File: config.mk
export PLATFORM = sky130hd
export DESIGN_NAME = mem_port_sequencer
export DESIGN_NICKNAME = d
export VERILOG_FILES = /design/src/rtl/mem_seq_pkg.sv /design/src/rtl/mem_addr_mux.sv /design/src/rtl/mem_port_sequencer.sv
export SDC_FILE = /design/constraint.sdc
export NUM_CORES = 1
export LEC_CHECK = 0
export CORE_AREA = 2 2 109 111
export CTS_CLUSTER_SIZE = 14
export DETAILED_ROUTE_END_ITERATION = 16
export DIE_AREA = 0 0 111 113
export GPL_ROUTABILITY_DRIVEN = 0
export PLACE_DENSITY = 0.95
export SLEW_MARGIN = 10
export SYNTH_ARGS = -nofsm -noshare
export SYNTH_HDL_FRONTEND = slang
export SYNTH_SLANG_ARGS = --single-unit
File: constraint.sdc
create_clock -name clk -period 7.4 [get_ports clk]
set_input_delay 1.85 -clock clk [delete_from_list [all_inputs] [get_ports clk]]
set_output_delay 1.85 -clock clk [all_outputs]
set_load 0.005 [all_outputs]
File: src/rtl/mem_seq_pkg.sv
// Shared definitions for the memory-port sequencer: state encoding and the
// opcodes that need a RAM data phase or stop the machine.
package mem_seq_pkg;

    localparam logic [2:0] ST_IDLE   = 3'd0;
    localparam logic [2:0] ST_FETCH  = 3'd1;
    localparam logic [2:0] ST_DECODE = 3'd2;
    localparam logic [2:0] ST_EXEC   = 3'd3;
    localparam logic [2:0] ST_MEM    = 3'd4;
    localparam logic [2:0] ST_WB     = 3'd5;
    localparam logic [2:0] ST_HALT   = 3'd6;

    typedef enum logic [2:0] {
        S_IDLE   = ST_IDLE,
        S_FETCH  = ST_FETCH,
        S_DECODE = ST_DECODE,
        S_EXEC   = ST_EXEC,
        S_MEM    = ST_MEM,
        S_WB     = ST_WB,
        S_HALT   = ST_HALT
    } state_e;

    localparam logic [3:0] OP_STR  = 4'b1001;
    localparam logic [3:0] OP_LDR  = 4'b1010;
    localparam logic [3:0] OP_HALT = 4'b1111;

    function automatic logic is_mem_op(input logic [3:0] op);
        return (op == OP_LDR) || (op == OP_STR);
    endfunction

endpackage

File: src/rtl/mem_addr_mux.sv
// RAM address select: program counter during instruction fetch, latched
// data address during the memory phase, zero otherwise.
module mem_addr_mux
    import mem_seq_pkg::*;
#(
    parameter int PC_W   = 8,
    parameter int ADDR_W = 16
) (
    input  state_e            state_i,
    input  logic [PC_W-1:0]   pc_i,
    input  logic [ADDR_W-1:0] addr_q_i,
    output logic [ADDR_W-1:0] ram_addr_o
);

    always_comb begin
        ram_addr_o = '0;
        case (state_i)
            S_FETCH: ram_addr_o = {{(ADDR_W-PC_W){1'b0}}, pc_i};
            S_MEM:   ram_addr_o = addr_q_i;
            default: ram_addr_o = '0;
        endcase
    end

endmodule

File: src/rtl/mem_port_sequencer.sv
// Multi-cycle fetch/decode/execute/memory/write-back controller sharing one
// RAM port between instruction fetch and LDR/STR data accesses.
module mem_port_sequencer
    import mem_seq_pkg::*;
#(
    parameter int PC_W   = 8,
    parameter int ADDR_W = 16,
    parameter int DATA_W = 32
) (
    input  logic              clk,
    input  logic              rst,
    input  logic              start,
    input  logic              ram_ready,
    input  logic [DATA_W-1:0] ram_rdata,
    input  logic [DATA_W-1:0] alu_result,
    input  logic [DATA_W-1:0] src2,
    output logic              ram_req,
    output logic              ram_rw,
    output logic [ADDR_W-1:0] ram_addr,
    output logic [DATA_W-1:0] ram_wdata,
    output logic [PC_W-1:0]   pc,
    output logic [DATA_W-1:0] instr,
    output logic [3:0]        opcode,
    output logic              exec_en,
    output logic [DATA_W-1:0] ldr_data,
    output logic              ldr_valid,
    output logic              halted,
    output logic [2:0]        dbg_state
);

    // RAM handshake: a transfer completes on the rising edge where ram_req and
    // ram_ready are both high; address, flag and write data hold until then.

    state_e              state_q;
    logic [PC_W-1:0]     pc_q;
    logic [DATA_W-1:0]   instr_q;
    logic [ADDR_W-1:0]   addr_q;
    logic [DATA_W-1:0]   wdata_q;
    logic [DATA_W-1:0]   ldr_data_q;
    logic [3:0]          opcode_w;

    assign opcode_w = instr_q[DATA_W-1 -: 4];

    always_ff @(posedge clk or posedge rst) begin
        if (rst) begin
            state_q    <= S_IDLE;
            pc_q       <= '0;
            instr_q    <= '0;
            addr_q     <= '0;
            wdata_q    <= '0;
            ldr_data_q <= '0;
        end else begin
            case (state_q)
                S_IDLE: begin
                    if (start) state_q <= S_FETCH;
                end
                S_FETCH: begin
                    if (ram_ready) begin
                        instr_q <= ram_rdata;
                        pc_q    <= pc_q + {{(PC_W-1){1'b0}}, 1'b1};
                        state_q <= S_DECODE;
                    end
                end
                S_DECODE: begin
                    state_q <= (opcode_w == OP_HALT) ? S_HALT : S_EXEC;
                end
                S_EXEC: begin
                    if (is_mem_op(opcode_w)) begin
                        addr_q  <= alu_result[ADDR_W-1:0];
                        wdata_q <= src2;
                        state_q <= S_MEM;
                    end else begin
                        state_q <= start ? S_FETCH : S_IDLE;
                    end
                end
                S_MEM: begin
                    if (ram_ready) begin
                        if (opcode_w == OP_LDR) begin
                            ldr_data_q <= ram_rdata;
                            state_q    <= S_WB;
                        end else begin
                            state_q <= start ? S_FETCH : S_IDLE;
                        end
                    end
                end
                S_WB: begin
                    state_q <= start ? S_FETCH : S_IDLE;
                end
                S_HALT: begin
                    state_q <= S_HALT;
                end
                default: begin
                    state_q <= S_IDLE;
                end
            endcase
        end
    end

    // Moore decode keeps ram_req tied to the async-reset state register.
    assign ram_req   = (state_q == S_FETCH) || (state_q == S_MEM);
    assign ram_rw    = (state_q == S_MEM) && (opcode_w == OP_STR);
    assign exec_en   = (state_q == S_EXEC);
    assign ldr_valid = (state_q == S_WB);
    assign halted    = (state_q == S_HALT);
    assign ram_wdata = wdata_q;
    assign pc        = pc_q;
    assign instr     = instr_q;
    assign opcode    = opcode_w;
    assign ldr_data  = ldr_data_q;
    assign dbg_state = state_q;

    mem_addr_mux #(
        .PC_W   (PC_W),
        .ADDR_W (ADDR_W)
    ) u_addr_mux (
        .state_i    (state_q),
        .pc_i       (pc_q),
        .addr_q_i   (addr_q),
        .ram_addr_o (ram_addr)
    );

endmodule

==> flow_summary.yaml, run 1 <==
synthesis:
  synth_edf_count: 0
  synth_top_area_frac: 0.616
  yosysWarnings: 0
  ys_types: 39
  postSynthNetCount: 429
  synth.largest_area_cell: "dfrtp_1"
  synth-seq-cells: 123
  synth_flop_cell: "dfrtp_1"
  synth_area_leaders: "dfrtp_1 62%, mux2_2 14%, mux2_1 11%, and2_1 1.3%, a22oi_1 1.2%"
  synth.cell_area_um2: 4990
  synth_area_per_cell_um2: 15.2
  synthCells: 328
  ys_seq_area_frac: 0.616
  synth_async_sr_flop_share: 1.00
finish:
  final_common_cell: "clkdlybuf4s50_1"
  drive_gt1_frac: 0.185
  final_cell_mix: "215 x clkdlybuf4s50_1, 123 x dfrtp_1, 64 x mux2_2, 49 x mux2_1, 17 x clkbuf_16"
  finalNetCount: 645
  area_growth_pct: 56.9
  antenna_cells: 0
  final_core_util: 0.695
floorplan:
  io_pins: 232
  die_area_um2: 12500
  core_um2: 11300
  die_w_um: 111
  chipHeight_um: 113
  start_util: 0.443
  row_count: 39
critical_path:
  critical-path-slowest-cell: "nor2b_1"
  critPathTopFamily: "simple AND/OR/NAND/NOR gates"
  cp.arrival_ps: 2490
  worst_ep_required_time_ps: 5550
  critical_path_buf_inv_count: 2
  slowest_delay_ps: 700
  start_kind: "flop"
  cp_max_fo: 11
  path_class: "flop to primary output"
  ff2ff_setup_slack_ps: 4540
  worstPathCellList: "nor2b_1 > nand2_1 > inv_1 > clkdlybuf4s50_1"
  crit_path_end_kind: "primary output"
clocking:
  clock-sinks: 123
  clk_latency_ps: 400
  root_buffer: "clkbuf_16"
  clock_path_buffers: 2
  cts_resized: 0
  cts_buffers: 17
  cts_setup_buffers: 0
  cts_tree: "done"
  h-tree-depth: 4
  cts_hold_buffers: 0
  clkTransAtPathRegs_ps: 50
timing:
  grt_setup_unrepaired: "no"
  drv_slew: 0
  worst_pin_slew_ps: 929
  slew-limit-headroom: 0.380
  timing.final.crit_share: 0.586
  layout_setup_ws_ps: 3060
  hold_slack_ps: 481
  fmaxAchievable_mhz: 231
  fin_crit_ps: 4340
  hold_viol: 0
  final.setup_skew_ps: 8.35
  finalSetupViolations: 0
  finalSetupTns_ps: 0
global_routing:
  antenna_found_initial: 0
  grtUsageTotal: 0.204
  grt_pass1_vias: 3907
  grt_max_degree: 65
  grt_pass1_wl_um: 20200
  gr-total-overflow: 0
place:
  place_ws_ps: 3450
  hpwl_um: 8930
  portBuffers: 215
power_and_ir_drop:
  sw_frac_of_total: 0.257
  irDropWorstVdd_mv: 0.195
  power.leakage_nw: 3.48
  p_switching_uw: 732
  power_frac_seq: 0.374
  p_comb_frac: 0.318
  p_int_mw: 2.12
  power_frac_clock: 0.308
  power.density_nw_per_um2: 364
run_status:
  status: "completed"
detailed_routing:
  postRouteAntennaNets: 0
  wl_per_cell_um: 17.8
  dr.first_iter.drc_count: 128
  via_count: 3551
  via_per_inst: 5.08
  wl_um: 12400
  dr.pass1.iters: 5
  post-route-drc-count: 0
job:
  maxCapViolCount: 0
min_path:
  min_path_type: "flop to flop"
-- metrics by stage --
step	area, um2	std cells	power [mW]
finish	7840	699	2.85
global route	7840	699	3.01
CTS	7840	699	2.89
detailed placement	7200	668	1.99
global placement	7200	668	1.94
floorplan	4990	328	1.42
-- cell type report --
type / instances / area, um2
multi-input cells: 181 / 1750
flip-flops and latches: 123 / 3080
repair buffers: 218 / 2170
clock buffers: 24 / 502
clock inverters: 7 / 135
inverters: 3 / 13.8
fillers: 777 / 3440
well taps: 143 / 179
-- final timing paths --
path / start / to / depth (start not counted)
setup / recovery: dbg_state[0]$_DFFE_PP0P_ / exec_en / 4
setup reg to reg: dbg_state[1]$_DFFE_PP0P_ / ldr_data[8]$_DFFE_PP0P_ / 3
hold / removal: ram_wdata[11]$_DFFE_PP0P_ / ram_wdata[11]$_DFFE_PP0P_ / 1
min in group asynchronous: rst / ram_wdata[19]$_DFFE_PP0P_ / 2
max in group asynchronous: rst / ram_wdata[15]$_DFFE_PP0P_ / 3
hold reg to reg: ram_wdata[11]$_DFFE_PP0P_ / ram_wdata[11]$_DFFE_PP0P_ / 1
-- layer usage --
layer | vias up | global-route usage | wire, um
met2 | 163 | 0.351 | 6270
met5 | - | 0 | 0
met4 | 0 | 0.0725 | 123
met1 | 1780 | 0.234 | 4870
li1 | 1595 | - | -
met3 | 13 | 0.0814 | 1170
-- Yosys cell counts (3+ instances only) --
master,count
buf_6,3
and2_1,10
buf_4,7
mux2_2,64
buf_2,5
clkbuf_1,3
nor2b_1,3
a22oi_1,8
dfrtp_1,123
mux2_1,49
nand2_1,3
nor2_1,8
xnor2_1,6
inv_1,3
-- kinds of logic after synthesis --
group / count (synthesis) / synth area share
AO/OA/AOI/OAI: 18 / 0.0263
XOR/XNOR: 8 / 0.0140
adder cells (fa/ha/maj): 1 / 0.00251
buffers and inverters: 24 / 0.0336
flip-flops: 123 / 0.616
multiplexers: 114 / 0.257
AND/OR/NAND/NOR: 40 / 0.0504
-- power groups by stage --
| stage | clock network, mW | logic [mW] | registers [mW] |
|---|---|---|---|
| floorplan | 0 | 0.372 | 1.05 |
| global placement | 0 | 0.887 | 1.06 |
| detailed placement | 0 | 0.915 | 1.08 |
| CTS | 0.899 | 0.922 | 1.07 |
| global route | 0.932 | 0.978 | 1.10 |
| finish | 0.878 | 0.907 | 1.07 |
-- registers in the layout, summed over array words and instances (netlist names) --
| name | cells |
|---|---|
| instr | 32 |
| ldr_data | 32 |
| ram_wdata | 32 |
| addr_q | 16 |
| pc | 8 |
| dbg_state | 3 |
No activity file was read; power rests on OpenSTA's default activity.
==> inputs of run 2 (changes only) <==
- CORE_AREA: 2 2 109 111 -> 2 2 120 122
- DIE_AREA: 0 0 111 113 -> 0 0 122 124
- PLACE_DENSITY: 0.95 -> 0.86
- clock period: 7.4 -> 3.95 ns (I/O delays scaled with it)
==> run 2 against run 1 <==
Against the previous run:
- global-route usage decreased by 3.6 points
- clock-buffer cell count decreased by 2
- sequential share of layout area decreased by 0.15 points
- worst setup slack got worse by 2500 ps
- non-clock buffer count increased by 2
- sequential power increased by 87%
- routed wire length increased by 1.0%
- first-iteration DRC count decreased by 1.6%
- final cell count increased by 5.4%
- clock power increased by 75%
- critical path depth unchanged
- via count decreased by 1.9%
- largest power group unchanged
==> flow_summary.yaml, run 2 (synthesized netlist as in run 1, its figures left out) <==
timing:
  drv_slew: 0
  fin_crit_ps: 3400
  fmaxAchievable_mhz: 294
  worst_pin_slew_ps: 977
  layout_setup_ws_ps: 551
  timing.final.crit_share: 0.860
  finalSetupTns_ps: 0
  finalSetupViolations: 0
  final.setup_skew_ps: 4.22
  hold_viol: 0
  slew-limit-headroom: 0.348
  grt_setup_unrepaired: "no"
global_routing:
  grt_pass1_vias: 3807
  grt_max_degree: 57
  grt_pass1_wl_um: 19400
  grtUsageTotal: 0.168
  antenna_found_initial: 0
  gr-total-overflow: 0
finish:
  drive_gt1_frac: 0.187
  final_core_util: 0.573
  area_growth_pct: 57.5
  final_common_cell: "clkdlybuf4s50_1"
  final_cell_mix: "215 x clkdlybuf4s50_1, 123 x dfrtp_1, 64 x mux2_2, 49 x mux2_1, 17 x clkbuf_16"
  fillers: 1082
  antenna_cells: 0
  finalNetCount: 647
critical_path:
  crit_path_end_kind: "primary output"
  cp_max_fo: 11
  path_class: "flop to primary output"
  cp.arrival_ps: 2410
  critical-path-slowest-cell: "nor2b_1"
  start_kind: "flop"
  worstPathCellList: "nor2b_1 > nand2_1 > inv_1 > clkdlybuf4s50_1"
  worst_ep_required_time_ps: 2960
  slowest_delay_ps: 620
floorplan:
  die_w_um: 122
  row_count: 43
  core_um2: 13700
  chipHeight_um: 124
  die_area_um2: 15100
  start_util: 0.364
  io_pins: 232
detailed_routing:
  dr.pass1.iters: 5
  wl_um: 12600
  wl_per_cell_um: 17.0
  via_count: 3484
  post-route-drc-count: 0
  postRouteAntennaNets: 0
  dr.first_iter.drc_count: 126
  via_per_inst: 4.73
clocking:
  clk_latency_ps: 400
  clock_path_buffers: 2
  clkTransAtPathRegs_ps: 50
  cts_buffers: 17
  h-tree-depth: 4
  cts_resized: 0
  cts_setup_buffers: 0
  cts_tree: "done"
  root_buffer: "clkbuf_16"
  cts_hold_buffers: 0
  clock-sinks: 123
place:
  hpwl_um: 9170
  portBuffers: 215
  place_ws_ps: 753
power_and_ir_drop:
  power_frac_clock: 0.295
  power.leakage_nw: 3.47
  finalPower_mw: 5.24
  p_int_mw: 3.87
  irDropWorstVdd_mv: 0.351
  p_switching_mw: 1.37
  power_frac_seq: 0.382
  sw_frac_of_total: 0.261
  power.density_nw_per_um2: 666
  p_comb_frac: 0.323
run_status:
  status: "completed"
min_path:
  min_path_type: "flop to flop"
job:
  maxCapViolCount: 0
[run 2: cell types whose count changed in the layout (fill, tap and decap cells not counted)]
cell	previous run	this run
buf_12	0	1
clkbuf_8	5	3
bufinv_16	4	3
clkinvlp_4	0	2
buf_4	3	4
clkinv_2	3	4
inv_4	1	0
[run 2: final timing paths]
path | endpoint | slack, ps | depth (start not counted) | start
worst max register to register | ldr_data[15]$_DFFE_PP0P_ | 1090 | 3 | dbg_state[1]$_DFFE_PP0P_
worst min register to register | ram_wdata[5]$_DFFE_PP0P_ | 480 | 1 | ram_wdata[5]$_DFFE_PP0P_
max in group asynchronous | ram_wdata[21]$_DFFE_PP0P_ | 1990 | 3 | rst
worst max-delay path | exec_en | 550 | 4 | dbg_state[0]$_DFFE_PP0P_
worst min-delay path | ram_wdata[5]$_DFFE_PP0P_ | 480 | 1 | ram_wdata[5]$_DFFE_PP0P_
min in group asynchronous | ram_wdata[20]$_DFFE_PP0P_ | 1070 | 2 | rst
[run 2: power groups by stage]
stage | combinational [mW] | clock [mW] | sequential, mW
detailed placement | 1.71 | 0 | 2.02
global route | 1.84 | 1.65 | 2.07
finish | 1.69 | 1.54 | 2.00
CTS | 1.72 | 1.59 | 2.01
global placement | 1.67 | 0 | 1.99
floorplan | 0.697 | 0 | 1.96
[run 2: worst max-delay path: cells and delay by family (launching register included)]
family / cells / cell delay, ps
AND/OR/NAND/NOR: 2 / 890
buffers and inverters: 2 / 630
flip-flops: 1 / 490
[run 2: layer usage]
metal  routed length, um  global-route usage  vias to the layer above
met1                5030               0.189                     1703
met4                 206              0.0690                        0
met3                1200              0.0701                       17
li1                    -                   -                     1597
met2                6120               0.284                      167
met5                   0                   0                        -
[run 2: stage by stage]
stage / area (um2) / hold slack [ps] / cells
floorplan: 5000 / 472 / 328
finish: 7870 / 480 / 737
global route: 7870 / 502 / 737
detailed placement: 7270 / 475 / 707
global placement: 7270 / 469 / 707
CTS: 7870 / 487 / 737
[run 2: cell type report]
class,count,area [um2],share of cell area
clock inverters,8,118,0.0150
repair buffers,220,2200,0.280
clock buffers,22,474,0.0603
inverters,3,15.0,0.00191
flip-flops and latches,123,3080,0.391
multi-input cells,181,1750,0.223
well taps,180,225,0.0286
